`src/rtl/sram_requester.sv`:
```
// sram_requester: bridges pipeline load/store requests to a single-transaction
// SRAM controller. A one-entry 8-byte read buffer serves repeated loads to the
// same block without a controller round trip; stores invalidate a matching entry.
module sram_requester #(
    parameter logic [31:0] BASE_ADDR = 32'd1024
) (
    input  logic        clk,
    input  logic        rst,
    input  logic        MEM_R_EN,
    input  logic        MEM_W_EN,
    input  logic [31:0] ALU_res,
    input  logic [31:0] Val_Rm,
    output logic [31:0] rd_data,
    output logic        freeze,
    output logic        sram_read_en,
    output logic        sram_write_en,
    output logic [31:0] sram_addr,
    output logic [31:0] sram_st_val,
    input  logic [63:0] sram_read_data,
    input  logic        sram_ready
);

    localparam int unsigned ADDR_W = 32;
    localparam int unsigned TAG_W  = 29;
    localparam int unsigned BLK_W  = 64;

    typedef enum logic [1:0] {
        IDLE  = 2'd0,
        READ  = 2'd1,
        WRITE = 2'd2
    } state_t;

    state_t              r_state;
    state_t              w_next;

    logic                r_buf_valid;
    logic [TAG_W-1:0]    r_buf_tag;
    logic [BLK_W-1:0]    r_buf_data;

    logic [ADDR_W-1:0]   w_eff;
    logic [TAG_W-1:0]    w_tag;
    logic                w_hit;
    logic                w_rd_done;
    logic                w_wr_done;
    logic [31:0]         w_buf_word;
    logic [31:0]         w_sram_word;

    // Effective SRAM byte address; wraps silently below BASE_ADDR.
    assign w_eff       = ALU_res - BASE_ADDR;
    assign w_tag       = w_eff[31:3];
    assign w_hit       = MEM_R_EN & ~MEM_W_EN & r_buf_valid & (r_buf_tag == w_tag);
    assign w_rd_done   = (r_state == READ)  & sram_ready;
    assign w_wr_done   = (r_state == WRITE) & sram_ready;
    assign w_buf_word  = w_eff[2] ? r_buf_data[63:32]     : r_buf_data[31:0];
    assign w_sram_word = w_eff[2] ? sram_read_data[63:32] : sram_read_data[31:0];

    // State register; reset abandons any in-flight transaction.
    always_ff @(posedge clk or posedge rst) begin
        if (rst) begin
            r_state <= IDLE;
        end else begin
            r_state <= w_next;
        end
    end

    // Read buffer: filled on read completion, invalidated by a store to its block.
    always_ff @(posedge clk or posedge rst) begin
        if (rst) begin
            r_buf_valid <= 1'b0;
            r_buf_tag   <= '0;
            r_buf_data  <= '0;
        end else if (w_rd_done) begin
            r_buf_valid <= 1'b1;
            r_buf_tag   <= w_tag;
            r_buf_data  <= sram_read_data;
        end else if (w_wr_done && (r_buf_tag == w_tag)) begin
            r_buf_valid <= 1'b0;
        end
    end

    // Next-state, controller request and stall generation.
    always_comb begin
        w_next        = r_state;
        freeze        = 1'b0;
        sram_read_en  = 1'b0;
        sram_write_en = 1'b0;
        sram_addr     = '0;
        sram_st_val   = '0;
        case (r_state)
            IDLE: begin
                // Store wins when both enables are raised; the read is dropped.
                if (MEM_W_EN) begin
                    w_next = WRITE;
                    freeze = 1'b1;
                end else if (MEM_R_EN && !w_hit) begin
                    w_next = READ;
                    freeze = 1'b1;
                end
            end
            READ: begin
                sram_read_en = 1'b1;
                sram_addr    = {w_tag, 3'b000};
                if (sram_ready) begin
                    w_next = IDLE;
                end else begin
                    freeze = 1'b1;
                end
            end
            WRITE: begin
                sram_write_en = 1'b1;
                sram_addr     = w_eff;
                sram_st_val   = Val_Rm;
                if (sram_ready) begin
                    w_next = IDLE;
                end else begin
                    freeze = 1'b1;
                end
            end
            default: begin
                w_next = IDLE;
            end
        endcase
    end

    // Load result: buffer hit, or the completing controller block.
    always_comb begin
        rd_data = '0;
        if (w_hit) begin
            rd_data = w_buf_word;
        end else if (w_rd_done) begin
            rd_data = w_sram_word;
        end
    end

endmodule

```
`config.mk`:
```
export PLATFORM = sky130hd
export DESIGN_NAME = sram_requester
export DESIGN_NICKNAME = d
export VERILOG_FILES = /design/src/rtl/sram_requester.sv
export SDC_FILE = /design/constraint.sdc
export NUM_CORES = 1
export LEC_CHECK = 0
export CORE_MARGIN = 2
export CORE_UTILIZATION = 50
export DETAILED_ROUTE_END_ITERATION = 12
export GPL_TIMING_DRIVEN = 0
export PLACE_DENSITY = 0.88
export SYNTH_ARGS = -nofsm -noshare
export SYNTH_HDL_FRONTEND = slang
export SYNTH_SLANG_ARGS = --single-unit
export TNS_END_PERCENT = 5
```
`constraint.sdc`:
```
create_clock -name clk -period 9.2 [get_ports clk]
set_clock_uncertainty 0.1 [all_clocks]
set_input_delay 1.84 -clock clk [delete_from_list [all_inputs] [get_ports clk]]
set_output_delay 1.84 -clock clk [all_outputs]
set_load 0.02 [all_outputs]
```
---- Yosys cells after proc, flatten, opt, wreduce, memory -nomap -nowiden ----
Cells that the tools add are included.
Widths: inputs -> output; s select.
operators by class
  muxes and demuxes ....................... 18
  equality and inequality tests ........... 5
  reduce and logical (&&, ||, !) cells .... 7
  $add $sub $neg .......................... 1
  bitwise gates (word level) .............. 6
operators by type and width
  operator                count
  $mux 32                 5
  $pmux 32 s2             1
  $sub 32x11->32 const B  1
  $eq 29x29->1            1
  $mux 1                  7
  $mux 2                  3
  $and 1x1->1             5
  $pmux 2 s2              1
  $ne 3x3->1 const B      1
  $eq 2x1->1 const B      1
  $eq 2x2->1 const B      1
  $logic_and 1x1->1       2
  $logic_not 2->1         1
  $ne 2x1->1 const B      1
  $pmux 1 s2              1
  $reduce_and 2->1        1
  $reduce_bool 2->1       1
  $reduce_or 2->1         1
  $logic_not 1->1         1
  $not 1->1               1
word-level totals
  input port bits ......................... 133
  bits in registers ....................... 96
  logic and storage cells ................. 41
  output and inout bits ................... 99

---- Logic depth before layout (Yosys ltp) ----
  depth in word-level cells ............... 9
  depth in mapped cells ................... 13
  mapped depth without buffers ............ 9

---- Worst setup path after synthesis ----
No wires, ideal clock.
  path type ............................... input port to output port
  from .................................... input ALU_res[10]
  to ...................................... output rd_data[10]
  cell stages on the path ................. 13
  arrival time ............................ 4.778 ns
  path buffers ............................ 4
  setup slack ............................. 2.482 ns
  data required time ...................... 7.260 ns
  cell sequence ........................... clkbuf_1 inv_1 ha_1 buf_2 xnor2_1 a211oi_1 o311ai_0 a2111oi_0 or4b_1 nor4_2 buf_4 buf_6 mux2i_1
between the ends
  word-level cells in the longest chain between the ends .. 4
ends and longest elaborated chain
  what                 RTL line  text
  start: declaration   11        input logic [31:0] ALU_res,
  $sub 32x11->32       49        assign w_eff = ALU_res - BASE_ADDR;
  named net w_eff[10]  40        logic [ADDR_W-1:0] w_eff;
  $eq 29x29->1         51        assign w_hit = MEM_R_EN & ~MEM_W_EN & r_buf_valid & (r_buf_tag == w_tag);
  $and 1x1->1          51
  $mux 32              128       if (w_hit) begin
  end: declaration     13        output logic [31:0] rd_data,
The timed path passes the listed nets, and every way through them passes these cells.

---- Worst setup path in the final report ----
  from .................................... input ALU_res[11]
  to ...................................... output rd_data[21]
between the ends
  word-level cells in the longest chain between the ends .. 4
ends and longest elaborated chain
  what            RTL line
  $sub 32x11->32  49
  $eq 29x29->1    51
  $and 1x1->1     51
  $mux 32         128
No other way between the ends.

==> results.json <==
{
  "outcome": "complete, no violations",
  "timing.rr.end": "r_state[0]",
  "timing_worst_setup_path_type": "primary input to primary output",
  "worst_hold_path_type": "flop to flop",
  "critical_path_required_ps": 7260,
  "end_kind": "primary output",
  "floorplan.initialDensity_pct": 51.6,
  "grt_overflow_total": 0,
  "max-clock-path-buffers": 2,
  "post_cts.repair.setup_buffers": 0,
  "portBuffers": 222,
  "pwr_density_cell_mw_per_mm2": 233,
  "crit_path_start": "ALU_res[11]",
  "number_of_global_route_vias_before_repair": 6431,
  "syn-cell-area_mm2": 0.00656,
  "dr.pass1.iters": 5,
  "yosysTopAreaCellShare_pct": 36.6,
  "hold_buffers": 0,
  "grt_start_max_net_pins": 62,
  "wire_per_inst_um": 17.0,
  "grt_antenna_before_repair": 0,
  "cts_buffers": 9,
  "p_leak_nw": 3.99,
  "cts_tree": "done",
  "netSwitchingFraction_pct": 39.4,
  "grt_pass1_wl_mm": 32.9,
  "final_layout_size_suffix_gt1_share_pct": 7.19,
  "syn-instance-count": 790,
  "die_w_um": 119,
  "ys_async_sr_fraction_pct": 100,
  "final.setup.worst_slack_ps": 1060,
  "totalWireLength_mm": 20.4,
  "worstPathMaxFanout": 10,
  "io_pins": 232,
  "design.final.nets": 1162,
  "r2r_setup_slack_ps": 6090,
  "clkSinkCount": 96,
  "timing.fmax_mhz": 123,
  "worstRegToRegCells": 9,
  "min_period_ps": 8140,
  "ys_types": 58,
  "mapped_avg_cell_area_um2": 8.30,
  "placement.cell_area_mm2": 0.00903,
  "timing.final.max_slew_violations": 0,
  "area.growth.synth_to_final_pct": 42.6,
  "drtAntennaViolNets": 0,
  "dpl.cell_count": 1185,
  "count_of_yosys_warnings_during_synthesis": 0,
  "min_from": "r_buf_data[61]",
  "dieArea_mm2": 0.0141,
  "insertion_delay_ps": 340,
  "power.clock.fraction_pct": 18.9,
  "number_of_enable_flip_flop_cells_after_synthesis": 0,
  "min_delay_path_depth": 2,
  "layoutNonFillerInstCount": 1201,
  "final_core_util_pct": 73.5,
  "synth_top_area_cell": "dfrtp_1",
  "die_y_um": 119,
  "place.detailed.hpwl_mm": 15.3,
  "dr.first_iter.drc_count": 605,
  "min_period_over_period_pct": 88.4,
  "cts-resized-gates": 0,
  "vdd_ir_drop_max_v": 0.000121,
  "pre_cts_slack_ps": 1150,
  "ys_top_cells_by_count": "nand2_1 (277), dfrtp_1 (96), mux2i_1 (65), and2_1 (44), clkbuf_1 (44)",
  "worst_path_arrival_time_ps": 6200,
  "drt-vias-per-instance": 5.34,
  "timing.slew.headroom_pct": 42.3,
  "grt_setup_unrepaired": "no",
  "design_area_mm2": 0.00935,
  "final-hold-violation-count": 0,
  "drv.max_cap_violation_count": 0,
  "groute.usage.overall_pct": 29.0,
  "worst-slew-pin-transition_ps": 859,
  "min_to": "r_buf_data[61]",
  "drcViolationCount": 0,
  "synth_top_cells_by_area": "dfrtp_1 (37%), nand2_1 (16%), mux2i_1 (9.9%), mux2_2 (5.5%), xnor2_1 (4.4%)",
  "post-synth-top-count-cell": "nand2_1",
  "synth_top_flop_cell": "dfrtp_1",
  "htreeDepth": 3,
  "synth_nets": 928,
  "switching_component_of_the_power_w": 0.000857,
  "row_count": 41,
  "core-area_mm2": 0.0127,
  "globalplace.congestion": 0.942,
  "total_of_flip_flops_plus_latches_after_synthesis": 96,
  "cts.clk_slew.worst_paths_ps": 70,
  "cp-start-kind": "primary input",
  "route.vias.total": 6419,
  "cell_internal_pwr_w": 0.00132,
  "synth.yosys.seq_area_share_pct": 36.6,
  "register_share_of_total_power_pct": 33.7,
  "fin_tns_setup_ps": 0,
  "antennaDiodeCount": 0,
  "setup_viol": 0,
  "clk_root_buffer_cell": "clkbuf_16",
  "combinationalPowerShare_pct": 47.4,
  "reg2reg_from": "r_buf_tag[9]"
}
## placed cells by master, fill, tap and decap left out, types with 4 or more instances in the layout
master / n
nand2_1: 277
clkdlybuf4s50_1: 222
dfrtp_1: 96
mux2i_1: 65
and2_1: 44
clkbuf_1: 44
xnor2_1: 33
nor2_1: 32
mux2_2: 32
o21ai_0: 24
xor2_1: 16
inv_1: 9
clkbuf_16: 9
nor3_1: 8
nor4_1: 7
nor4_2: 6
nand4_1: 6
a21oi_1: 6
nand3_1: 6
buf_6: 5
ha_1: 5
nand2b_1: 4
or4_1: 4
## layer usage
layer  share of wire [%]  vias up  global-route usage, %  routed length, µm
met3                 7.4       42                   5.84               1510
met5                   0        -                      0                  0
met4                 2.6        0                   11.1                527
met1                  42     3020                   38.9               8610
met2                  48      277                   46.4               9720
li1                    -     3080                      -                  -
## worst max-delay path, stage by stage
cell and delay, ps:
clkdlybuf4s50_1 590, inv_1 70, ha_1 190, buf_2 200, xnor2_1 160, a211oi_1 280, o311ai_0 170, a2111oi_0 550
or4b_1 530, nor4_2 250, buf_4 240, buf_6 190, mux2i_1 280, clkdlybuf4s50_1 650
## worst max-delay path by stage
stage	cells past startpoint	slack [ps]	endpoint
2_1_floorplan	13	2480	rd_data[10]
3_3_place_gp	14	1160	rd_data[17]
3_5_place_dp	14	1150	rd_data[2]
4_1_cts	14	1110	rd_data[21]
5_1_grt	14	930	rd_data[21]
6_report	14	1060	rd_data[21]
## logic make-up after synthesis
logic type	count (synthesis)	share of synthesized area, %
and+or+nand+nor	417	29.0
muxes	97	15.4
buffers and inverters	63	4.27
xor gates and xnor gates	53	7.93
DFF	96	36.6
adders and majority gates	5	0.954
AOI/OAI and AO/OA	59	5.84
## stage by stage
step           hold WS, ps  power, W
2_1_floorplan          345   0.00135
3_3_place_gp           357   0.00172
3_5_place_dp           362   0.00176
4_1_cts                379   0.00218
5_1_grt                392   0.00232
6_report               376   0.00218
## power by group through the flow
stage / registers [W] / clock network, W / logic [W]
6_report: 0.000734 / 0.000410 / 0.00103
5_1_grt: 0.000758 / 0.000435 / 0.00113
4_1_cts: 0.000731 / 0.000417 / 0.00103
3_5_place_dp: 0.000736 / 0 / 0.00102
3_3_place_gp: 0.000725 / 0 / 0.000994
2_1_floorplan: 0.000705 / 0 / 0.000641
## flip-flops by register name, indices dropped and copies added (netlist names)
register     cells
r_buf_data      64
r_buf_tag       29
r_state          2
r_buf_valid      1
## cell type report
type | count | area, µm²
clock inverters | 7 | 101
clock buffers | 9 | 225
plain buffers | 53 | 243
multi-input cells | 631 | 3880
repair buffers | 223 | 2250
fillers | 991 | 3370
inverters | 10 | 40.0
well taps | 172 | 215
flip-flops and latches | 96 | 2400
Note: power is estimated with default switching activity, not from simulation.
